File: src/rtl/shift_arbiter_if.sv
// Request/response bundle for shift_arbiter: two valid/ready request channels in, one tagged valid/ready response out.
interface shift_arbiter_if;
   logic        req0_valid;
   logic        req0_ready;
   logic [31:0] req0_data;
   logic [4:0]  req0_amt;
   logic        req0_logical;
   logic        req1_valid;
   logic        req1_ready;
   logic [31:0] req1_data;
   logic [4:0]  req1_amt;
   logic        req1_logical;
   logic        rsp_valid;
   logic        rsp_ready;
   logic [31:0] rsp_data;
   logic        rsp_id;
   logic        busy;

   modport master (
      output req0_valid, req0_data, req0_amt, req0_logical,
      output req1_valid, req1_data, req1_amt, req1_logical,
      output rsp_ready,
      input  req0_ready, req1_ready, rsp_valid, rsp_data, rsp_id, busy
   );

   modport slave (
      input  req0_valid, req0_data, req0_amt, req0_logical,
      input  req1_valid, req1_data, req1_amt, req1_logical,
      input  rsp_ready,
      output req0_ready, req1_ready, rsp_valid, rsp_data, rsp_id, busy
   );
endinterface

File: src/rtl/shift_arbiter.sv
// Round-robin arbiter sharing one 32-bit arithmetic right shifter; accept N -> rsp_valid N+2 (N+3 logical).
// Response held in RESP until rsp_ready; no accept outside IDLE. SHIFT_ARB_LOGICAL_EN adds the logical-shift mask pass.
module shift_arbiter (
   input  logic           clk,
   input  logic           rst,
   shift_arbiter_if.slave bus
);

   typedef enum logic [1:0] {
      IDLE  = 2'd0,
`ifdef SHIFT_ARB_LOGICAL_EN
      MASK  = 2'd1,
`endif
      SHIFT = 2'd2,
      RESP  = 2'd3
   } state_t;

   state_t      state, nxt;
   logic        last;
   logic        sel;
   logic        accept;
   logic [31:0] op_data;
   logic [4:0]  op_amt;
   logic        op_id;
   logic [31:0] rsp_data;
   logic [31:0] mask;
   logic [31:0] sh_in;
   logic [31:0] sh_out;
   logic        sel_logical;

   // The one shared shifter; MASK reuses it to build the zero-fill mask.
   assign sh_out = 32'($signed(sh_in) >>> op_amt);

`ifdef SHIFT_ARB_LOGICAL_EN
   logic op_logical;
   assign sel_logical = sel ? bus.req1_logical : bus.req0_logical;
`else
   logic unused_logical;
   assign unused_logical = bus.req0_logical ^ bus.req1_logical;
   assign sel_logical    = 1'b0;
   assign mask           = '1;
`endif

   always_comb begin
      sel    = bus.req1_valid;
      accept = 1'b0;
      nxt    = state;
      sh_in  = op_data;
      if (bus.req0_valid && bus.req1_valid)
         sel = ~last;
      case (state)
         IDLE: begin
            if (bus.req0_valid || bus.req1_valid) begin
               accept = 1'b1;
`ifdef SHIFT_ARB_LOGICAL_EN
               nxt    = sel_logical ? MASK : SHIFT;
`else
               nxt    = SHIFT;
`endif
            end
         end
`ifdef SHIFT_ARB_LOGICAL_EN
         MASK: begin
            sh_in = 32'h8000_0000;
            nxt   = SHIFT;
         end
`endif
         SHIFT: nxt = RESP;
         RESP:  if (bus.rsp_ready) nxt = IDLE;
         default: nxt = IDLE;
      endcase
   end

   always_ff @(posedge clk or posedge rst) begin
      if (rst) begin
         state    <= IDLE;
         last     <= 1'b1;
         op_data  <= '0;
         op_amt   <= '0;
         op_id    <= 1'b0;
         rsp_data <= '0;
      end else begin
         state <= nxt;
         if (accept) begin
            last    <= sel;
            op_id   <= sel;
            op_data <= sel ? bus.req1_data : bus.req0_data;
            op_amt  <= sel ? bus.req1_amt : bus.req0_amt;
         end
         if (state == SHIFT)
            rsp_data <= sh_out & mask;
      end
   end

`ifdef SHIFT_ARB_LOGICAL_EN
   // Arithmetic ops must see an all-ones mask, so every accept restores it.
   always_ff @(posedge clk or posedge rst) begin
      if (rst) begin
         mask       <= '1;
         op_logical <= 1'b0;
      end else if (accept) begin
         mask       <= '1;
         op_logical <= sel_logical;
      end else if (state == MASK && op_logical) begin
         mask       <= ~(sh_out << 1);
      end
   end
`endif

   assign bus.req0_ready = !rst && accept && !sel;
   assign bus.req1_ready = !rst && accept && sel;
   assign bus.rsp_valid  = (state == RESP);
   assign bus.rsp_data   = rsp_data;
   assign bus.rsp_id     = op_id;
   assign bus.busy       = (state != IDLE);

endmodule

File: src/flat_wrapper.sv
// flat-port wrapper written by rule: the top's interface ports become plain ports
module shift_arbiter_flat 
  (clk, rst, bus_req0_valid, bus_req0_data, bus_req0_amt, bus_req0_logical, bus_req1_valid, bus_req1_data, bus_req1_amt, bus_req1_logical, bus_rsp_ready, bus_req0_ready, bus_req1_ready, bus_rsp_valid, bus_rsp_data, bus_rsp_id, bus_busy);
  shift_arbiter_if bus_i ();
  input  logic clk;
  input  logic rst;
  input wire logic [$bits(bus_i.req0_valid)-1:0] bus_req0_valid;
  input wire logic [$bits(bus_i.req0_data)-1:0] bus_req0_data;
  input wire logic [$bits(bus_i.req0_amt)-1:0] bus_req0_amt;
  input wire logic [$bits(bus_i.req0_logical)-1:0] bus_req0_logical;
  input wire logic [$bits(bus_i.req1_valid)-1:0] bus_req1_valid;
  input wire logic [$bits(bus_i.req1_data)-1:0] bus_req1_data;
  input wire logic [$bits(bus_i.req1_amt)-1:0] bus_req1_amt;
  input wire logic [$bits(bus_i.req1_logical)-1:0] bus_req1_logical;
  input wire logic [$bits(bus_i.rsp_ready)-1:0] bus_rsp_ready;
  output wire logic [$bits(bus_i.req0_ready)-1:0] bus_req0_ready;
  output wire logic [$bits(bus_i.req1_ready)-1:0] bus_req1_ready;
  output wire logic [$bits(bus_i.rsp_valid)-1:0] bus_rsp_valid;
  output wire logic [$bits(bus_i.rsp_data)-1:0] bus_rsp_data;
  output wire logic [$bits(bus_i.rsp_id)-1:0] bus_rsp_id;
  output wire logic [$bits(bus_i.busy)-1:0] bus_busy;
  assign bus_i.req0_valid = bus_req0_valid;
  assign bus_i.req0_data = bus_req0_data;
  assign bus_i.req0_amt = bus_req0_amt;
  assign bus_i.req0_logical = bus_req0_logical;
  assign bus_i.req1_valid = bus_req1_valid;
  assign bus_i.req1_data = bus_req1_data;
  assign bus_i.req1_amt = bus_req1_amt;
  assign bus_i.req1_logical = bus_req1_logical;
  assign bus_i.rsp_ready = bus_rsp_ready;
  assign bus_req0_ready = bus_i.req0_ready;
  assign bus_req1_ready = bus_i.req1_ready;
  assign bus_rsp_valid = bus_i.rsp_valid;
  assign bus_rsp_data = bus_i.rsp_data;
  assign bus_rsp_id = bus_i.rsp_id;
  assign bus_busy = bus_i.busy;
  shift_arbiter u_core (.clk(clk), .rst(rst), .bus(bus_i));
endmodule
File: config.mk
export PLATFORM = sky130hd
export DESIGN_NAME = shift_arbiter_flat
export DESIGN_NICKNAME = d
export VERILOG_FILES = /design/src/rtl/shift_arbiter_if.sv /design/src/rtl/shift_arbiter.sv /design/src/flat_wrapper.sv
export SDC_FILE = /design/constraint.sdc
export NUM_CORES = 1
export LEC_CHECK = 0
export BUFFER_PORTS_ARGS = -buffer_cell sky130_fd_sc_hd__buf_4
export CAP_MARGIN = 20
export CORE_ASPECT_RATIO = 0.9
export CORE_MARGIN = 4
export CORE_UTILIZATION = 48
export CTS_BUF_LIST = sky130_fd_sc_hd__clkbuf_8 sky130_fd_sc_hd__clkbuf_16
export DETAILED_ROUTE_END_ITERATION = 16
export GPL_ROUTABILITY_DRIVEN = 0
export PLACE_DENSITY_LB_ADDON = 0.15
export SLEW_MARGIN = 10
export SYNTH_ARGS = -nofsm -noshare
export SYNTH_HDL_FRONTEND = slang
export SYNTH_SLANG_ARGS = --single-unit
File: constraint.sdc
create_clock -name clk -period 2.7 [get_ports clk]
set_clock_uncertainty 0.15 [all_clocks]
set_input_delay 0.54 -clock clk [delete_from_list [all_inputs] [get_ports clk]]
set_output_delay 0.54 -clock clk [all_outputs]
set_load 0.05 [all_outputs]
==> results.cfg <==
[outcome]
outcome = finished, final reports clean

[finish]
stdcell_area_mm2 = 0.006444
drive_above_1_share_pct = 32.60
instances_no_fill = 764
nets = 711
most_used_cells_in_the_layout_excluding_fill_and_tap_cells = sky130_fd_sc_hd__buf_4 (129), sky130_fd_sc_hd__mux2i_1 (75), sky130_fd_sc_hd__dfrtp_1 (70), sky130_fd_sc_hd__nor2_1 (65), sky130_fd_sc_hd__a21oi_1 (54)
layout.core_utilization_pct = 62.35
layout-area-overhead-vs-synth_pct = 26.13
ant_cells = 0
layout_fillers = 862
mostFrequentLayoutCell = sky130_fd_sc_hd__buf_4

[die]
die_h_um = 105.9
coreArea_mm2 = 0.01033
floorplan.die_area_mm2 = 0.01236
io_pins = 118
fp-row-count = 35
dieWidth_um = 116.7
start_util_pct = 49.43

[drt]
post_drt_via_cell_ratio = 5.946
drtAntennaViolNets = 0
wl_per_cell_um = 18.16
post_detailed_route_drc_marker_count = 0
detail_route.iter0.violations = 349
route.vias.total = 4543
dr.pass1.iters = 7
drt-total-wl_mm = 13.88

[synthesis]
ys_warn_count = 0
combined_area_of_all_synthesized_cells_mm2 = 0.005109
postSynthNetCount = 612
synthFlopType = sky130_fd_sc_hd__dfrtp_1
postSynthAreaPerCell_um2 = 9.621
yosysUniqueCellTypes = 51
synth_enable_flop_cells = 0
syn_inst = 531
ys_ff_latch = 73
postSynth.asyncResetShare_pct = 100.0
synth_sequential_area_ratio_pct = 35.78

[timing]
max-slew-margin-rel_pct = 54.02
max_slew.worst_pin.slew_ns = 0.6872
fin_crit_ns = 2.372
fin_tns_setup_ns = 0
setup-violations-final = 0
final-hold-violation-count = 0
rsz0062_at_grt = no
max_clock_freq_mhz = 421.7
final_min_period_over_clock_period_pct = 87.84
finalMaxSlewViolations = 0

[setup_path]
worst_ep_arrival_ns = 2.44
worstSetupEndpointType = register
worst-endpoint-required_ns = 2.77
path_delay_family = multiplexers
worst_path_max_delay_cell = sky130_fd_sc_hd__mux4_1
critPathBufInv = 1
worst-r2r-cell-count = 5
setup.worst_path.class = reg -> reg
critical_path.max_fanout = 13
worst-r2r-setup-slack_ns = 0.33
worst_setup_path_start_kind = register
cpPeakStageDelay_ns = 0.67
worstReg2RegStart = u_core.op_amt[0]
rr_endpoint = u_core.bus.rsp_data[8]
cell_chain_of_the_critical_path = buf_4 -> mux4_1 -> mux2_2 -> a22oi_1 -> nand2_1

[clock_network]
tritoncts = done
clockBufferDepth = 2
tritoncts.num_buffers = 9
postCtsSetupBuffers = 0
tritoncts_num_sinks = 73
cts_resized = 0
clock_network_latency_to_the_later_pin_of_the_worst_skew_pair_ns = 0.34
clk_root_buffer_cell = sky130_fd_sc_hd__clkbuf_16
ctsHtreeMaxLevel = 3
hold_buffers = 0
clkSlewWorstSetupHoldPaths_ns = 0.06

[global_route]
largest_net_degree_at_the_start_of_global_routing = 64
number_of_antenna_violations_at_the_first_check_in_global_routing = 0
grt-ovfl-total = 0
grtUsageTotal_pct = 23.10
grt_first_pass_wirelength_mm = 22.74
grt_pass1_vias = 4498

[pwr]
power.share.combinational_pct = 62.9
power_report.internal_total_w = 0.005057
seq_power_share_pct = 24.1
netSwitchingFraction_pct = 48.74
p_clk_share_pct = 13.0
worst_ir_drop_on_vdd_mv = 0.4824
report.power.total_w = 0.009865
power.leakage_nw = 2.859
power_density_mw_per_mm2 = 1531
p_sw_w = 0.004809

[place]
post_dp_cell_area_mm2 = 0.006123
io_buffer_count = 115
post-place-cells = 748
dp_hpwl_mm = 10.47

[hold_path]
hold_class = in -> async

[flow_run]
maxCapViolCount = 0
[cell usage after synthesis, drive strengths merged, types with 5 or more instances]
library cell	n	share of area, %
o22ai	19	2.3
nand2b	7	0.86
nor2	67	4.9
o21ai	24	2.4
dfrtp	72	35
nor2b	6	0.73
a21oi	54	5.3
nand2	36	2.6
inv	6	0.44
clkbuf	14	1.0
mux2i	75	15
a22oi	6	0.88
mux2	31	6.8
buf	32	3.8
nand3	7	0.69
nor3	5	0.49
a211oi	8	1.2
a221oi	5	0.86
mux4	19	8.6
[state kept, by name, summed over array words and instances (netlist names)]
name,flops
u_core.bus.rsp_data,32
u_core.last,1
u_core.bus.rsp_id,1
u_core.state,2
u_core.op_amt,5
u_core.op_data,32
[cell type report]
cell class	count	area, µm²	share of cell area, %
clock buffers	9	225.2	3.495
clock inverters	7	95.09	1.476
inverters	6	22.52	0.3495
multi-input cells	406	3040	47.18
flip-flops and latches	73	1831	28.41
well taps	129	161.4	2.505
repair buffers	134	1069	16.58
[how the worst max path moves through the flow]
stage	cells past startpoint	endpoint	from	slack [ns]
after floorplan	4	bus_req0_ready	bus_req1_valid	0.05
after global placement	5	u_core.bus.rsp_data[8]	u_core.op_amt[0]	0.37
after detailed placement	5	u_core.bus.rsp_data[8]	u_core.op_amt[0]	0.36
after CTS	4	bus_req0_ready	u_core.state[0]	0.34
after global routing	4	bus_req0_ready	u_core.state[0]	0.15
final	5	u_core.bus.rsp_data[8]	u_core.op_amt[0]	0.33
[layer usage]
metal / up-vias / routed length, µm / track usage, %
met1: 2135 / 6475 / 35.11
met2: 208 / 6044 / 32.90
met3: 29 / 1084 / 5.052
li1: 2171 / - / -
met4: 0 / 273 / 6.552
met5: - / 0 / 0
[logic make-up (layout without fill, tap and decap cells)]
logic type	after synthesis	after routing	share of synthesized area (%)
AOI/OAI and AO/OA	141	141	16.90
and+or+nand+nor	140	140	11.95
muxes	125	125	30.12
DFF	73	73	35.78
buffers and inverters	52	156	5.241
[through the flow]
| step | worst slack [ns] | hold WS [ns] |
|---|---|---|
| final | 0.3285 | 0.1791 |
| after global routing | 0.1480 | 0.2378 |
| after CTS | 0.3371 | 0.2024 |
| after detailed placement | 0.3558 | 0.3255 |
| after global placement | 0.3693 | 0.3191 |
| after floorplan | 0.04955 | 0.3446 |
[power groups by stage]
stage,Combinational (W),Clock (W),Sequential [W]
floorplan,0.00390,0,0.00289
global placement,0.00603,0,0.00234
detailed placement,0.00610,0,0.00238
CTS,0.00614,0.00129,0.00236
global route,0.00667,0.00134,0.00246
finish,0.00621,0.00129,0.00237
(Power assumes the default switching activity.)
